--- src/rtl/sample_reg_arbiter_pkg.sv ---
// Shared types and round-robin pick helper for the sample register arbiter.
// The pick function works on a fixed 16-wide request vector so any N in 2..16 can share it.
package sample_arb_pkg;

  typedef enum logic {IDLE = 1'b0, HOLD = 1'b1} arb_state_t;

  localparam int RR_MAX   = 16;
  localparam int RR_IDX_W = 4;
  localparam int RR_J_W   = RR_IDX_W + 1;

  typedef struct packed {
    logic                found;
    logic [RR_IDX_W-1:0] idx;
  } rr_pick_t;

  // First set bit of req scanning ptr, ptr+1, ... wrapping at n; requires ptr < n.
  function automatic rr_pick_t rr_pick(input logic [RR_MAX-1:0]   req,
                                       input logic [RR_IDX_W-1:0] ptr,
                                       input int                  n);
    rr_pick_t          r;
    logic [RR_J_W-1:0] j;
    r.found = 1'b0;
    r.idx   = '0;
    for (int i = 0; i < RR_MAX; i++) begin
      j = {1'b0, ptr} + RR_J_W'(i);
      j = (j >= RR_J_W'(n)) ? (j - RR_J_W'(n)) : j;
      if ((i < n) && !r.found && req[j[RR_IDX_W-1:0]]) begin
        r.found = 1'b1;
        r.idx   = j[RR_IDX_W-1:0];
      end
    end
    return r;
  endfunction

endpackage

--- src/rtl/sample_reg_arbiter_rr_pointer.sv ---
// Round-robin pointer: combinational winner pick from the eligible set plus the
// registered pointer, which moves to one past the winner whenever a capture is taken.
module rr_pointer
  import sample_arb_pkg::*;
#(
  parameter  int N  = 4,
  localparam int SW = (N > 1) ? $clog2(N) : 1
) (
  input  logic          CLK,
  input  logic          CLR_N,
  input  logic [N-1:0]  i_req,
  input  logic          i_adv,
  output logic [SW-1:0] o_sel,
  output logic          o_found
);

  logic [RR_IDX_W-1:0] r_ptr;
  logic [RR_MAX-1:0]   w_req_ext;
  rr_pick_t            w_pick;
  logic                w_wrap;

  // Widen the request vector and evaluate the winner from the current pointer.
  always_comb begin
    w_req_ext        = '0;
    w_req_ext[N-1:0] = i_req;
    w_pick           = rr_pick(w_req_ext, r_ptr, N);
    w_wrap           = (w_pick.idx == RR_IDX_W'(N - 1));
  end

  assign o_sel   = w_pick.idx[SW-1:0];
  assign o_found = w_pick.found;

  // Pointer register: advances only on a taken capture.
  always_ff @(posedge CLK or negedge CLR_N) begin
    if (!CLR_N) begin
      r_ptr <= '0;
    end else if (i_adv) begin
      r_ptr <= w_wrap ? RR_IDX_W'(0) : (w_pick.idx + RR_IDX_W'(1));
    end else begin
      r_ptr <= r_ptr;
    end
  end

endmodule

--- src/rtl/sample_reg_arbiter.sv ---
// Round-robin arbiter in front of a single S-bit holding register with a
// valid/ready output handshake; owns the register's load and clear sequencing.
module sample_reg_arbiter
  import sample_arb_pkg::*;
#(
  parameter  int N  = 4,
  parameter  int S  = 12,
  localparam int SW = (N > 1) ? $clog2(N) : 1
) (
  input  logic           CLK,
  input  logic           CLR_N,
  input  logic [N-1:0]   REQ,
  input  logic [N*S-1:0] DATA,
  output logic [N-1:0]   GNT,
  input  logic           FLUSH,
  output logic [S-1:0]   OUT_DATA,
  output logic [SW-1:0]  OUT_SRC,
  output logic           OUT_VALID,
  input  logic           OUT_READY,
  output logic           BUSY
);

  arb_state_t    r_state;
  logic [N-1:0]  w_elig;
  logic [N-1:0]  w_onehot;
  logic [SW-1:0] w_sel;
  logic          w_found;
  logic          w_capture;
  logic          w_consume;
  logic [S-1:0]  w_words [N];

  for (genvar g = 0; g < N; g++) begin : g_words
    assign w_words[g] = DATA[g*S +: S];
  end

  // The requester granted last cycle is still showing REQ, so it sits out one cycle.
  assign w_elig = REQ & ~GNT;

  rr_pointer #(.N(N)) u_rr_pointer (
    .CLK     (CLK),
    .CLR_N   (CLR_N),
    .i_req   (w_elig),
    .i_adv   (w_capture),
    .o_sel   (w_sel),
    .o_found (w_found)
  );

  // Capture / consume decisions; FLUSH suppresses both.
  always_comb begin
    w_capture = 1'b0;
    w_consume = 1'b0;
    if (FLUSH) begin
      w_capture = 1'b0;
      w_consume = 1'b0;
    end else begin
      case (r_state)
        IDLE: begin
          w_capture = w_found;
        end
        HOLD: begin
          w_capture = OUT_READY & w_found;
          w_consume = OUT_READY & ~w_found;
        end
        default: begin
          w_capture = 1'b0;
          w_consume = 1'b0;
        end
      endcase
    end
  end

  // One-hot grant vector for the current winner.
  always_comb begin
    w_onehot        = '0;
    w_onehot[w_sel] = 1'b1;
  end

  // Holding register: async clear, sync clear on FLUSH, load on capture.
  always_ff @(posedge CLK or negedge CLR_N) begin
    if (!CLR_N) begin
      OUT_DATA <= '0;
      OUT_SRC  <= '0;
    end else if (FLUSH) begin
      OUT_DATA <= '0;
      OUT_SRC  <= OUT_SRC;
    end else if (w_capture) begin
      OUT_DATA <= w_words[w_sel];
      OUT_SRC  <= w_sel;
    end else begin
      OUT_DATA <= OUT_DATA;
      OUT_SRC  <= OUT_SRC;
    end
  end

  // Handshake FSM with registered GNT, OUT_VALID and BUSY.
  always_ff @(posedge CLK or negedge CLR_N) begin
    if (!CLR_N) begin
      r_state   <= IDLE;
      GNT       <= '0;
      OUT_VALID <= 1'b0;
      BUSY      <= 1'b0;
    end else if (FLUSH) begin
      r_state   <= IDLE;
      GNT       <= '0;
      OUT_VALID <= 1'b0;
      BUSY      <= 1'b0;
    end else if (w_capture) begin
      r_state   <= HOLD;
      GNT       <= w_onehot;
      OUT_VALID <= 1'b1;
      BUSY      <= 1'b1;
    end else if (w_consume) begin
      r_state   <= IDLE;
      GNT       <= '0;
      OUT_VALID <= 1'b0;
      BUSY      <= 1'b0;
    end else begin
      r_state   <= r_state;
      GNT       <= '0;
      OUT_VALID <= OUT_VALID;
      BUSY      <= BUSY;
    end
  end

endmodule

--- config.mk ---
export PLATFORM = sky130hd
export DESIGN_NAME = sample_reg_arbiter
export DESIGN_NICKNAME = d
export VERILOG_FILES = /design/src/rtl/sample_reg_arbiter_pkg.sv /design/src/rtl/sample_reg_arbiter_rr_pointer.sv /design/src/rtl/sample_reg_arbiter.sv
export SDC_FILE = /design/constraint.sdc
export NUM_CORES = 1
export LEC_CHECK = 0
export BUFFER_PORTS_ARGS = -buffer_cell sky130_fd_sc_hd__buf_4
export CORE_MARGIN = 2
export CORE_UTILIZATION = 32
export DETAILED_ROUTE_END_ITERATION = 12
export MAX_ROUTING_LAYER = met4
export PLACE_DENSITY = 0.6
export SETUP_SLACK_MARGIN = 0.5
export SYNTH_ARGS = -nofsm -noshare
export SYNTH_HDL_FRONTEND = slang
export SYNTH_SLANG_ARGS = --single-unit
export TNS_END_PERCENT = 100
--- constraint.sdc ---
create_clock -name CLK -period 7.4 [get_ports CLK]
set_input_delay 1.48 -clock CLK [delete_from_list [all_inputs] [get_ports CLK]]
set_output_delay 1.48 -clock CLK [all_outputs]
set_load 0.01 [all_outputs]
== Yosys cells after proc, flatten, opt, wreduce, memory -nomap -nowiden ==
Cells that the tools add are included.
Widths: inputs -> output; s select.
Word-level totals
  register bits: 23
  bits of input ports: 56
  output and inout port bits: 20
  word-level logic and storage cells: 76
Operators by class
  equality and inequality tests: 1
  $lt $le $gt $ge: 11
  add/subtract/negate cells: 8
  multiplexer cells: 33
  bitwise operators: 8
  reductions and logical operators: 10
Operator list (count)
  $mux 12: 4
  $mux 4: 7
  $bmux 12 s2: 1
  $lt 4x5->1 const B: 4
  $mux 5: 4
  $bmux 1 s4: 4
  $sub 4x3->4 const B: 4
  $ge 5x3->1 const B: 3
  $mux 1: 11
  $add 4x2->5 const B: 2
  $add 4x1->5 const B: 1
  $add 4x1->4 const B: 1
  $and 4x4->4: 1
  $eq 4x2->1 const B: 1
  $ge 4x3->1 const B: 1
  $logic_and 1x1->1: 4
  $not 4->4: 1
  $ge 3x3->1 const B: 1
  $logic_not 1->1: 3
  $lt 2x3->1 const B: 1
  $not 1->1: 3
  $not 2->3: 1
  $reduce_bool 3->1: 1
  $and 1x1->1: 2
  other kinds (5): 5

== Depth between registers and ports, before layout ==
  word-level depth: 21
  depth in mapped cells: 16

== By module ==
A second synthesis with hierarchy kept.
Unflattened totals
  cell total of the unflattened synthesis: 148
  area, all modules: 1810.5 µm²
By module, submodules not included
  sample_reg_arbiter: cells an instance 66, instances 1, sequential area each 475.5 µm², area an instance 1042.2 µm²
  rr_pointer: cells an instance 82, instances 1, sequential area each 100.1 µm², area an instance 768.2 µm²

== Worst setup path after synthesis ==
Ideal clock, no wire load.
  path kind: register to register
  from: register u_rr_pointer.r_ptr[0]
  to: register u_rr_pointer.r_ptr[0]
  clock period less this slack: 3752 ps
  data required time: 7275 ps
  setup time: 125 ps
  path slack: 3648 ps
  cell stages (with the launch flop): 17
  arrival time: 3627 ps
  buffers on the path: 3
  cell sequence: dfrtp_1 -> inv_2 -> clkbuf_1 -> ha_1 -> xor2_1 -> inv_1 -> ha_1 -> nor2b_1 -> a311o_1 -> a221oi_2 -> a21oi_2 -> buf_2 -> buf_6 -> o31ai_4 -> ha_1 -> nor2_1 -> mux2_2
Between the ends
  elaborated cells on any way between the ends: 39
  those cells by class: add/sub: 8; order compare: 4; eq/ne: 1; mux: 19; bitwise: 1; reduce/logical: 6
RTL lines
  from (decl): line sample_reg_arbiter_rr_pointer.sv:17  | logic [RR_IDX_W-1:0] r_ptr;
  from (signal assigned): line sample_reg_arbiter_rr_pointer.sv:38  | r_ptr <= w_wrap ? RR_IDX_W'(0) : (w_pick.idx + RR_IDX_W'(1));
  from (signal assigned): line sample_reg_arbiter_rr_pointer.sv:40  | r_ptr <= r_ptr;
  parallel branches: the longest is 13 deep, another holds $add 4x1->5
  $mux 5 *: line sample_reg_arbiter_pkg.sv:27  | if ((i < n) && !r.found && req[j[RR_IDX_W-1:0]]) begin
  net u_rr_pointer.o_sel[0]: line sample_reg_arbiter_rr_pointer.sv:13  | output logic [SW-1:0] o_sel,
  $add 4x1->4 or $eq 4x2->1 (tied branches): line sample_reg_arbiter_rr_pointer.sv:38, sample_reg_arbiter_rr_pointer.sv:27
  $mux 4 *: line sample_reg_arbiter_rr_pointer.sv:38
Mark *: on every way through the listed nets, which the timed path passes. The select of a mux whose other input is x is not followed.
A chain may end at the register's enable or synchronous reset.

== Worst setup path after layout ==
  from: input REQ[1]
  to: register u_rr_pointer.r_ptr[1]
Between the ends
  elaborated cells on any way between the ends: 25
  those cells by class: add/sub: 1; eq/ne: 1; mux: 15; bitwise: 2; reduce/logical: 6
RTL lines
  from (decl): line sample_reg_arbiter.sv:12  | input logic [N-1:0] REQ,
  $and 4x4->4 *: line sample_reg_arbiter.sv:37  | assign w_elig = REQ & ~GNT;
  $bmux 1 s4: line sample_reg_arbiter_pkg.sv:27
  $mux 1 (implied by the code): line sample_reg_arbiter_pkg.sv:27
  $mux 5: line sample_reg_arbiter_pkg.sv:27
  $logic_not 1->1: line sample_reg_arbiter_pkg.sv:27
  $logic_and 1x1->1: line sample_reg_arbiter_pkg.sv:27
  $mux 5: line sample_reg_arbiter_pkg.sv:27
  $logic_not 1->1: line sample_reg_arbiter_pkg.sv:27
  $logic_and 1x1->1: line sample_reg_arbiter_pkg.sv:27
  $mux 5: line sample_reg_arbiter_pkg.sv:27
  $logic_not 1->1: line sample_reg_arbiter_pkg.sv:27
  $logic_and 1x1->1: line sample_reg_arbiter_pkg.sv:27
  $mux 5 *: line sample_reg_arbiter_pkg.sv:27
  net u_rr_pointer.o_sel[1]: line sample_reg_arbiter_rr_pointer.sv:13
  $add 4x1->4 or $eq 4x2->1 (tied branches): line sample_reg_arbiter_rr_pointer.sv:38, sample_reg_arbiter_rr_pointer.sv:27
  $mux 4 *: line sample_reg_arbiter_rr_pointer.sv:38
The timed path passes the listed nets; every way through them passes the cells marked *. The select of a mux whose other input is x is not followed.

==> report_table.html <==
<table>
<tr><th>Metric</th><th>Value</th></tr>
<tr><th colspan="2">Finish</th></tr>
<tr><td>FILL cells</td><td>between 900 and 1,000</td></tr>
<tr><td>Footprint of the flip-flops and latches</td><td>577 um^2</td></tr>
<tr><td>Number of inserted diodes</td><td>0</td></tr>
<tr><td>Layout net count</td><td>483</td></tr>
<tr><td>Share of layout cells above drive strength 1</td><td>between 20% and 30%</td></tr>
<tr><td>Fraction of the core area covered by cells at the end of the flow</td><td>39.1%</td></tr>
<tr><td>Total area of multi-input combinational cells</td><td>0.00211 mm^2</td></tr>
<tr><td>Area growth syn-to-layout</td><td>20.2%</td></tr>
<tr><th colspan="2">Hold path</th></tr>
<tr><td>Worst hold path cell count</td><td>1</td></tr>
<tr><td>Hold Crit Class</td><td>reg2reg</td></tr>
<tr><td>Hold Path Sink</td><td>OUT_DATA[9]</td></tr>
<tr><td>Hold path startpoint</td><td>OUT_DATA[9]</td></tr>
<tr><th colspan="2">CTS</th></tr>
<tr><td>Number of hold buffers added after cts</td><td>0</td></tr>
<tr><td>Total setup buffers inserted after CTS</td><td>0</td></tr>
<tr><td>Clock H-tree levels</td><td>1</td></tr>
<tr><td>Library cell used as clock root buffer</td><td>clkbuf_8</td></tr>
<tr><td>Clock sink count</td><td>23</td></tr>
<tr><td>Clock transition at the registers of the reported paths</td><td>around 80 ps</td></tr>
<tr><td>CTS-repair resized insts</td><td>0</td></tr>
<tr><td>Clk Latency, worst-skew pair</td><td>~260 ps</td></tr>
<tr><td>Clock tree from TritonCTS</td><td>done</td></tr>
<tr><td>Clock tree buffer depth</td><td>2</td></tr>
<tr><td>Number of buffers added by the clock tree synthesis step</td><td>3</td></tr>
<tr><th colspan="2">Critical path</th></tr>
<tr><td>Startpoint-to-endpoint class of the critical path</td><td>in2reg</td></tr>
<tr><td>Sort of element at the end of the critical path</td><td>flop</td></tr>
<tr><td>Required time worst endpoint</td><td>between 7000 and 8000 ps</td></tr>
<tr><td>Number of cells on the worst reg-to-reg path</td><td>13</td></tr>
<tr><td>End of the worst register-to-register path</td><td>OUT_DATA[2]</td></tr>
<tr><td>Flop2flop setup slack</td><td>~3100 ps</td></tr>
<tr><td>Data arrival time of the worst path</td><td>~4600 ps</td></tr>
<tr><td>Peak fanout along the critical path</td><td>52</td></tr>
<tr><td>Launch point of the worst reg-to-reg path</td><td>u_rr_pointer.r_ptr[0]</td></tr>
<tr><td>Crit path launch type</td><td>input port</td></tr>
<tr><th colspan="2">Yosys</th></tr>
<tr><td>Area of the mapped netlist</td><td>around 0.003 mm^2</td></tr>
<tr><td>Number of register bits inferred by synthesis</td><td>23</td></tr>
<tr><td>Syn_nets</td><td>~440</td></tr>
<tr><td>Post-synthesis instance total</td><td>roughly 370</td></tr>
<tr><td>Sequential-to-total area share from yosys stat</td><td>19.4%</td></tr>
<tr><td>Yosys warning count</td><td>0</td></tr>
<tr><td>Most common flop cell mapped by yosys</td><td>dfrtp_1</td></tr>
<tr><td>Average footprint of a synthesized cell</td><td>roughly 8.1 um^2</td></tr>
<tr><td>Unique cell type count in the Yosys netlist</td><td>45</td></tr>
<tr><td>Number of synthesized flops with an enable pin</td><td>0</td></tr>
<tr><td>Asr flop ratio synth</td><td>100%</td></tr>
<tr><th colspan="2">Die</th></tr>
<tr><td>Initial cell density of the core</td><td>about 33%</td></tr>
<tr><td>Row count</td><td>35</td></tr>
<tr><td>Die Footprint</td><td>approximately 0.01 mm^2</td></tr>
<tr><td>Width of the die</td><td>about 100 um</td></tr>
<tr><td>Chip height</td><td>approximately 100 um</td></tr>
<tr><td>I/O Pins</td><td>76</td></tr>
<tr><td>Core outline area</td><td>approximately 0.0091 mm^2</td></tr>
<tr><th colspan="2">Routing</th></tr>
<tr><td>Pre-antenna DRT Iters</td><td>4</td></tr>
<tr><td>Final antenna-violating net count</td><td>0</td></tr>
<tr><td>Iter 0 DRT Violations</td><td>~180</td></tr>
<tr><td>Vias after detailed routing</td><td>just under 3,000</td></tr>
<tr><td>DRC violation count after routing</td><td>0</td></tr>
<tr><td>Routed wirelength normalized by instance count</td><td>about 17 um</td></tr>
<tr><td>Total wire length after detailed routing</td><td>slightly below 9 mm</td></tr>
<tr><td>Via count normalized by instance count</td><td>roughly 5.7</td></tr>
<tr><th colspan="2">GRT</th></tr>
<tr><td>Sum of overflow across all layers after global routing</td><td>0</td></tr>
<tr><td>Antenna violations before repair</td><td>0</td></tr>
<tr><td>All-Layer GR Usage</td><td>between 10% and 20%</td></tr>
<tr><td>First-pass GRT wire length</td><td>roughly 14 mm</td></tr>
<tr><td>Vias in the first global route</td><td>approximately 2,800</td></tr>
<tr><td>Maximum number of pins on one net before global-route repair</td><td>88</td></tr>
<tr><th colspan="2">Power</th></tr>
<tr><td>Switching part of the total power</td><td>a little over half</td></tr>
<tr><td>Static power due to leakage</td><td>roughly 1.7 nW</td></tr>
<tr><td>Clk pwr share</td><td>4.2%</td></tr>
<tr><td>Internal</td><td>between 0.8 and 0.9 mW</td></tr>
<tr><td>P_sw</td><td>just under 1 mW</td></tr>
<tr><td>PD cells</td><td>just over 500 mW/mm^2</td></tr>
<tr><td>Portion of total power attributed to sequential cells</td><td>around 11%</td></tr>
<tr><td>Power, Total</td><td>around 1.8 mW</td></tr>
<tr><td>Fraction of power consumed by combinational cells</td><td>a little over four fifths</td></tr>
<tr><td>Max VDD drop</td><td>approximately 0.18 mV</td></tr>
<tr><th colspan="2">Timing</th></tr>
<tr><td>Worst hold margin</td><td>approximately 520 ps</td></tr>
<tr><td>Post-route clock skew</td><td>around 4.4 ps</td></tr>
<tr><td>Period Utilization, post-route</td><td>between 60% and 70%</td></tr>
<tr><td>Worst Tran Pin Value</td><td>1260 ps</td></tr>
<tr><td>Final hold viol count</td><td>0</td></tr>
<tr><td>Final setup violation count</td><td>0</td></tr>
<tr><td>Worst slew margin relative to its limit</td><td>between 10% and 20%</td></tr>
<tr><td>Final min period</td><td>~4500 ps</td></tr>
<tr><td>Maximum operating frequency</td><td>about 220 MHz</td></tr>
<tr><td>Final-layout setup total negative slack</td><td>0 ps</td></tr>
<tr><td>Final number of max-transition violations</td><td>0</td></tr>
<tr><td>RSZ-0062 raised after global routing</td><td>no</td></tr>
<tr><th colspan="2">Placement</th></tr>
<tr><td># port buffers</td><td>75</td></tr>
<tr><td>Final Wtd Congestion</td><td>about 0.8</td></tr>
<tr><td>Hpwl dp</td><td>about 6.1 mm</td></tr>
<tr><th colspan="2">Job</th></tr>
<tr><td>Max-Cap Viols</td><td>0</td></tr>
<tr><th colspan="2">Status</th></tr>
<tr><td>Result of the run</td><td>finished, final reports clean</td></tr>
</table>
## layer usage
| layer | track usage, % | wire length [um] | vias up |
|---|---|---|---|
| li1 | - | - | 1445 |
| met5 | - | 0 | - |
| met4 | 4.11 | 204 | 0 |
| met2 | 29.6 | 4470 | 75 |
| met1 | 22.6 | 3770 | 1433 |
| met3 | 2.23 | 389 | 12 |
## layout make-up
cell class	instances	area share (%)
Clock buffer	4	1.26
Multi-Input combinational cell	276	59.1
Sequential cell	23	16.2
Timing Repair Buffer	77	16.2
Tap cell	111	3.89
Inverter	32	3.37
## Yosys cell counts, drive strengths merged, types with 3 or more instances
master   count  area (um^2)
or3         24          150
a21oi        5         32.5
ha          14          175
nand3        4         20.0
dfrtp       23          576
clkbuf      23         86.3
nor3b        3         22.5
mux4         3         67.6
o22ai       24          150
and2        28          175
buf         13         90.1
o21ai       29          149
nand2b       6         37.5
nor2         6         25.0
a22o        12          105
mux2         3         33.8
a221oi      25          282
a2bb2oi     24          210
inv         32          120
nand2       27          101
xor2         3         26.3
mux2i       14          153
nor2b        5         31.3
## metrics by stage
stage / area (um^2) / instances / setup WS [ps]
final: 3570 / 523 / 2910
after floorplan: 2970 / 367 / 3650
after CTS: 3570 / 523 / 2920
after detailed placement: 3520 / 519 / 2630
after global placement: 3520 / 519 / 2760
after global routing: 3570 / 523 / 2670
## cells by family (layout without fill, tap and decap cells)
logic type / Yosys count / in the layout / share of synthesized area (%)
AO/OA/AOI/OAI: 126 / 126 / 33.6
XOR/XNOR: 5 / 5 / 1.48
adder cells (fa/ha/maj): 14 / 14 / 5.90
buffers and inverters: 68 / 113 / 10.0
flip-flops: 23 / 23 / 19.4
multiplexers: 20 / 20 / 8.56
AND/OR/NAND/NOR: 111 / 111 / 21.1
## critical path, cell delays in order
cell	delay, ps
buf_4	80
nand2b_1	80
mux4_2	520
nor2_4	930
nor2_1	110
nand3_1	190
mux2i_4	640
inv_2	110
ha_1	300
nand3b_1	80
o21ai_0	80
## cells in the final DEF, fill, tap and decap left out, drive strengths merged, types with 2 or more instances in the layout
master / instances
clkbuf: 4
nand2: 27
mux2: 3
nor3b: 3
dfrtp: 23
a211oi: 2
inv: 32
o22ai: 24
nor2b: 5
a22o: 12
nand2b: 6
mux4: 3
and3b: 2
xnor2: 2
a2bb2oi: 24
o21ai: 29
buf: 77
and2: 28
nand3: 4
a221oi: 25
a21oi: 5
xor2: 3
ha: 14
or2: 2
mux2i: 14
or3: 24
nor2: 6
## how the worst max path moves through the flow
stage / startpoint / endpoint / slack [ps] / cells after the start
floorplan: u_rr_pointer.r_ptr[0] / u_rr_pointer.r_ptr[0] / 3650 / 16
global placement: REQ[0] / u_rr_pointer.r_ptr[1] / 2760 / 11
detailed placement: REQ[0] / u_rr_pointer.r_ptr[1] / 2630 / 11
CTS: REQ[0] / u_rr_pointer.r_ptr[1] / 2920 / 11
global route: u_rr_pointer.r_ptr[0] / OUT_DATA[9] / 2670 / 13
finish: REQ[1] / u_rr_pointer.r_ptr[1] / 2910 / 11
## power by group through the flow
stage	combinational, mW	sequential, mW	clock (mW)
floorplan	1.23	0.212	0
global placement	1.52	0.202	0
detailed placement	1.55	0.202	0
CTS	1.56	0.200	0.0779
global route	1.70	0.204	0.0842
finish	1.56	0.198	0.0760
## flip-flops by register name (all words and copies together), names as in the netlist
name and flops:
r_state 1, OUT_DATA 12, u_rr_pointer.r_ptr 4, GNT 4, OUT_SRC 2
Note: power is estimated with default switching activity, not from simulation.
